## src/rtl/relu_maxpool_2x2.sv

```systemverilog
// Rectifies a raster stream of convolution results and max-pools it with a 2x2 window.
// A horizontal pair is reduced in a hold register; pair maxima of even rows wait in a half-row line buffer.
module relu_maxpool_2x2 #(
  parameter int IN_W = 28,
  parameter int IN_H = 28,
  parameter int DW   = 16
) (
  input  logic                 iCLK,
  input  logic                 iRSTn,
  input  logic                 iValid,
  input  logic signed [DW-1:0] iY,
  output logic signed [DW-1:0] oP,
  output logic                 oValid,
  output logic                 oFrameDone
);

  localparam int CW = $clog2(IN_W);
  localparam int RW = $clog2(IN_H);
  localparam int BW = IN_W / 2;
  localparam int AW = (BW > 1) ? $clog2(BW) : 1;

  logic [CW-1:0]        col_q, col_d;
  logic [RW-1:0]        row_q, row_d;
  logic signed [DW-1:0] hold_q, hold_d;
  logic signed [DW-1:0] p_d;
  logic                 valid_d, frame_done_d;

  logic signed [DW-1:0] line_mem [BW];
  logic signed [DW-1:0] line_rd_q;

  logic signed [DW-1:0] r, pm, pool;
  logic [AW-1:0]        idx;
  logic                 col_odd, row_odd, col_last, row_last;

  assign col_odd  = col_q[0];
  assign row_odd  = row_q[0];
  assign col_last = (col_q == CW'(IN_W - 1));
  assign row_last = (row_q == RW'(IN_H - 1));
  assign idx      = AW'(col_q >> 1);

  // Operands are non-negative after rectification, so signed compares need no widening.
  assign r    = iY[DW-1] ? '0 : iY;
  assign pm   = (r > hold_q) ? r : hold_q;
  assign pool = (line_rd_q > pm) ? line_rd_q : pm;

  always_comb begin
    col_d        = col_q;
    row_d        = row_q;
    hold_d       = hold_q;
    p_d          = oP;
    valid_d      = 1'b0;
    frame_done_d = 1'b0;
    if (iValid) begin
      if (col_last) begin
        col_d = '0;
        row_d = row_last ? '0 : row_q + 1'b1;
      end else begin
        col_d = col_q + 1'b1;
      end
      if (!col_odd) begin
        hold_d = r;
      end
      if (col_odd && row_odd) begin
        valid_d      = 1'b1;
        frame_done_d = col_last && row_last;
        p_d          = pool;
      end
    end
  end

  always_ff @(posedge iCLK or negedge iRSTn) begin
    if (!iRSTn) begin
      col_q      <= '0;
      row_q      <= '0;
      hold_q     <= '0;
      oP         <= '0;
      oValid     <= 1'b0;
      oFrameDone <= 1'b0;
    end else begin
      col_q      <= col_d;
      row_q      <= row_d;
      hold_q     <= hold_d;
      oP         <= p_d;
      oValid     <= valid_d;
      oFrameDone <= frame_done_d;
    end
  end

  // The buffer entry is fetched on the even column so it is ready, registered, for the odd column.
  always_ff @(posedge iCLK) begin
    if (iValid && col_odd && !row_odd) begin
      line_mem[idx] <= pm;
    end
    if (iValid && !col_odd) begin
      line_rd_q <= line_mem[idx];
    end
  end

endmodule

```

## config.mk

```make
export PLATFORM = sky130hd
export DESIGN_NAME = relu_maxpool_2x2
export DESIGN_NICKNAME = d
export VERILOG_FILES = /design/src/rtl/relu_maxpool_2x2.sv
export SDC_FILE = /design/constraint.sdc
export NUM_CORES = 1
export LEC_CHECK = 0
export ABC_AREA = 1
export ABC_CLOCK_PERIOD_IN_PS = 8000
export BUFFER_PORTS_ARGS = -buffer_cell sky130_fd_sc_hd__buf_2
export CORE_MARGIN = 2
export CORE_UTILIZATION = 40
export DETAILED_ROUTE_END_ITERATION = 10
export GPL_ROUTABILITY_DRIVEN = 0
export GPL_TIMING_DRIVEN = 0
export PLACE_DENSITY = 0.55
export SYNTH_ARGS = -nofsm -noshare
export SYNTH_HDL_FRONTEND = slang
export SYNTH_SLANG_ARGS = --single-unit
```

## constraint.sdc

```tcl
create_clock -name iCLK -period 8 [get_ports iCLK]
set_input_delay 1.2 -clock iCLK [delete_from_list [all_inputs] [get_ports iCLK]]
set_output_delay 1.2 -clock iCLK [all_outputs]
set_load 0.05 [all_outputs]
```

==> impl_metrics.ini <==
[run_status]
status = completed

[timing]
skew_ns = 0.01148
rsz0062_at_grt = false
period_share_pct = 62.77
maxSlewViolCount = 0
worst_slew_pin_slew_ns = 1.235
maxSlewHeadroom_pct = 17.67
fmax_mhz = 199.1
hold_viol_final = 0
fin_crit_ns = 5.022
tns_ns = 0
setup_viol_count_final = 0

[pwr]
p_per_area_nw_per_um2 = 360.7
power_mw = 4.732
p_leak_nw = 4.987
combPwrFrac_pct = 33.6
p_sw_mw = 1.761
swShare_pct = 37.20
internal_power_mw = 2.972
clockPowerShare_pct = 27.1
vdd_drop_max_uv = 130.2
pwr-share-seq_pct = 39.3

[synth]
syn-num-nets = 1000
ys_types = 36
yosysSeqAreaShare_pct = 68.93
syn_inst = 954
syn_area_sq_um = 11330
avgSynthCellArea_sq_um = 11.87
yosysWarnings = 0
synth.ff_latch_count = 267

[final_layout]
drive_above_1_share_pct = 12.78
stdcell_count = 1434
layout_common_cells = edfxtp_1 (225), nand2_1 (174), nand3_1 (89), inv_1 (76), nor2_1 (48)
finalNetCount = 1082
layout_commonest_cell = edfxtp_1
n_antenna_cell = 0
area_growth_pct = 15.83

[clock_tree]
post_cts_buffers = 0
cts.path.max_buffers = 3
clk_pin_slew_ns = 0.06
cts_resized = 0
cts-root-buf = clkbuf_16
cts_buffers = 29
hold_buffers = 0
h-tree-depth = 1
clock-sinks = 267
cts_tree = built
clock_latency_ns = 0.54

[critical_path]
ff2ff_setup_slack_ns = 3.94
worst_ep_arrival_time_ns = 5.45
r2r_cells = 26
r2r_end = oP[7]
r2r-start = hold_q[7]
required_ns = 8.42
end_kind = register
cp-start-kind = input pin
setup.worst_path.end = oP[7]
path_max_fanout = 10
crit_type = in -> reg
crit_start = iY[15]

[floorplan]
die_w_um = 172.3
num_rows = 61
die_area_sq_um = 29680
coreArea_sq_um = 27860
die_h_um = 172.3
start_util_pct = 40.66
io_pins = 37

[hold_path]
holdCritPathClass = reg -> reg
hold_depth = 2

[global_route]
grt_usage_pct = 19.60
grt_start_max_net_pins = 43
grt_pass1_wl_mm = 43.45
gr-total-overflow = 0
first_global_vias = 7364
antenna_found_initial = 1

[routing]
vias_per_cell = 5.241
drc_errors = 0
finalWirelength_mm = 28.45
vias = 7516
drtIter0Drc = 705
wl_per_cell_um = 19.84
final_antenna_net_count = 0
first_pass_iters = 5

[place]
dp.cells = 1382
hpwlAfterDp_mm = 19.86
port_buffers = 34

[job]
cap_violations = 0
==> area by class of cell <==
| cell class | instances | area (sq um) |
|---|---|---|
| Buffer | 45 | 186.4 |
| Tap cell | 378 | 473.0 |
| Multi-Input combinational cell | 559 | 3067 |
| Sequential cell | 267 | 7807 |
| Inverter | 83 | 314.1 |
| Clock inverter | 15 | 151.4 |
| Clock buffer | 36 | 752.0 |
| Timing Repair Buffer | 51 | 369.1 |
| Fill cell | 2509 | 14740 |
==> flip-flops by register name, summed over array words and instances, names as in the netlist <==
register and cells:
line_rd_q 15, col_q 5, row_q 5, oP 15, hold_q 15, oValid 1, oFrameDone 1, line_mem 210
==> through the flow <==
stage | hold slack (ns) | util (%) | instance area, sq um | worst slack [ns]
2_1_floorplan | 0.4683 | - | 11330 | 3.215
3_3_place_gp | 0.4571 | 42.97 | 11970 | 1.754
3_5_place_dp | 0.4629 | 43.82 | 12210 | 2.327
4_1_cts | 0.4800 | 47.06 | 13110 | 2.873
5_1_grt | 0.5065 | 47.10 | 13120 | 2.541
6_report | 0.4743 | 47.10 | 13120 | 2.979
==> worst max-delay path, cell delays in order <==
cell	delay [ns]
buf_2	0.11
inv_4	0.10
clkbuf_1	0.37
nand2_1	0.12
inv_1	0.13
ha_1	0.16
nand2_1	0.06
inv_1	0.06
nand2_1	0.10
o31ai_1	0.25
nor2_1	0.09
nand2_2	0.10
nand2_2	0.08
buf_2	0.18
buf_2	0.20
o21ai_0	0.56
ha_1	0.39
a21oi_1	0.15
o21ai_0	0.11
nand4_1	0.10
nand3_1	0.10
nand2_1	0.12
nand2_4	0.10
nand2_4	0.12
buf_6	0.15
nand2_1	0.05
nand3_1	0.13
nand2_1	0.06
==> logic make-up after synthesis <==
| logic type | share of synthesized area, % |
|---|---|
| compound gates | 8.516 |
| fa+ha+maj | 2.982 |
| buf+inv | 4.418 |
| flops | 68.93 |
| other cells | 0.03311 |
| simple gates | 15.12 |
==> worst min path at each step <==
stage	from	to	slack [ns]
after floorplan	row_q[1]	row_q[1]	0.47
after global placement	oP[4]	oP[4]	0.46
after detailed placement	oP[11]	oP[11]	0.46
after CTS	oP[11]	oP[11]	0.48
after global routing	oP[0]	oP[0]	0.51
final	oP[11]	oP[11]	0.47
==> per-layer routing <==
| layer | routed length, um | GRT usage, % | part of all wire (%) |
|---|---|---|---|
| met5 | 0 | 0 | 0 |
| met4 | 555 | 5.334 | 2.0 |
| met3 | 1376 | 2.586 | 4.8 |
| met2 | 13530 | 32.50 | 48 |
| met1 | 12990 | 27.28 | 46 |
==> synth_stat cells <==
cell / number / area (sq um)
edfxtp_1: 225 / 6756
nand2_1: 174 / 653.1
nand3_1: 89 / 445.4
inv_1: 76 / 285.3
nor2_1: 55 / 206.5
a22oi_1: 45 / 337.8
a31oi_1: 45 / 281.5
dfrtp_1: 42 / 1051
clkbuf_1: 38 / 142.6
o21ai_0: 33 / 165.2
ha_1: 27 / 337.8
nor3_1: 23 / 115.1
a21oi_1: 16 / 80.08
or4_1: 11 / 82.58
nand2_2: 8 / 50.05
buf_2: 5 / 25.02
inv_2: 5 / 18.77
nand4_1: 5 / 31.28
o21ai_1: 5 / 25.02
a2111o_1: 4 / 45.04
or2_2: 4 / 25.02
nor3b_1: 3 / 22.52
nand2_4: 2 / 22.52
o31ai_1: 2 / 15.01
a21o_1: 1 / 7.510
and3_1: 1 / 6.260
buf_4: 1 / 7.510
buf_6: 1 / 11.26
clkinv_1: 1 / 3.750
conb_1: 1 / 3.750
inv_4: 1 / 6.260
nand3_2: 1 / 10.01
nand3b_4: 1 / 20.02
nor2_2: 1 / 6.260
nor3_4: 1 / 16.27
o21bai_1: 1 / 7.510
==> power by group through the flow <==
| stage | Clock [mW] | Combinational (mW) | Sequential (mW) |
|---|---|---|---|
| 2_1_floorplan | 0 | 0.897 | 2.00 |
| 5_1_grt | 1.36 | 1.75 | 1.87 |
| 6_report | 1.28 | 1.59 | 1.86 |
| 4_1_cts | 1.30 | 1.59 | 1.86 |
| 3_3_place_gp | 0 | 1.54 | 1.89 |
| 3_5_place_dp | 0 | 1.58 | 1.89 |
Note: power is estimated with default switching activity, not from simulation.
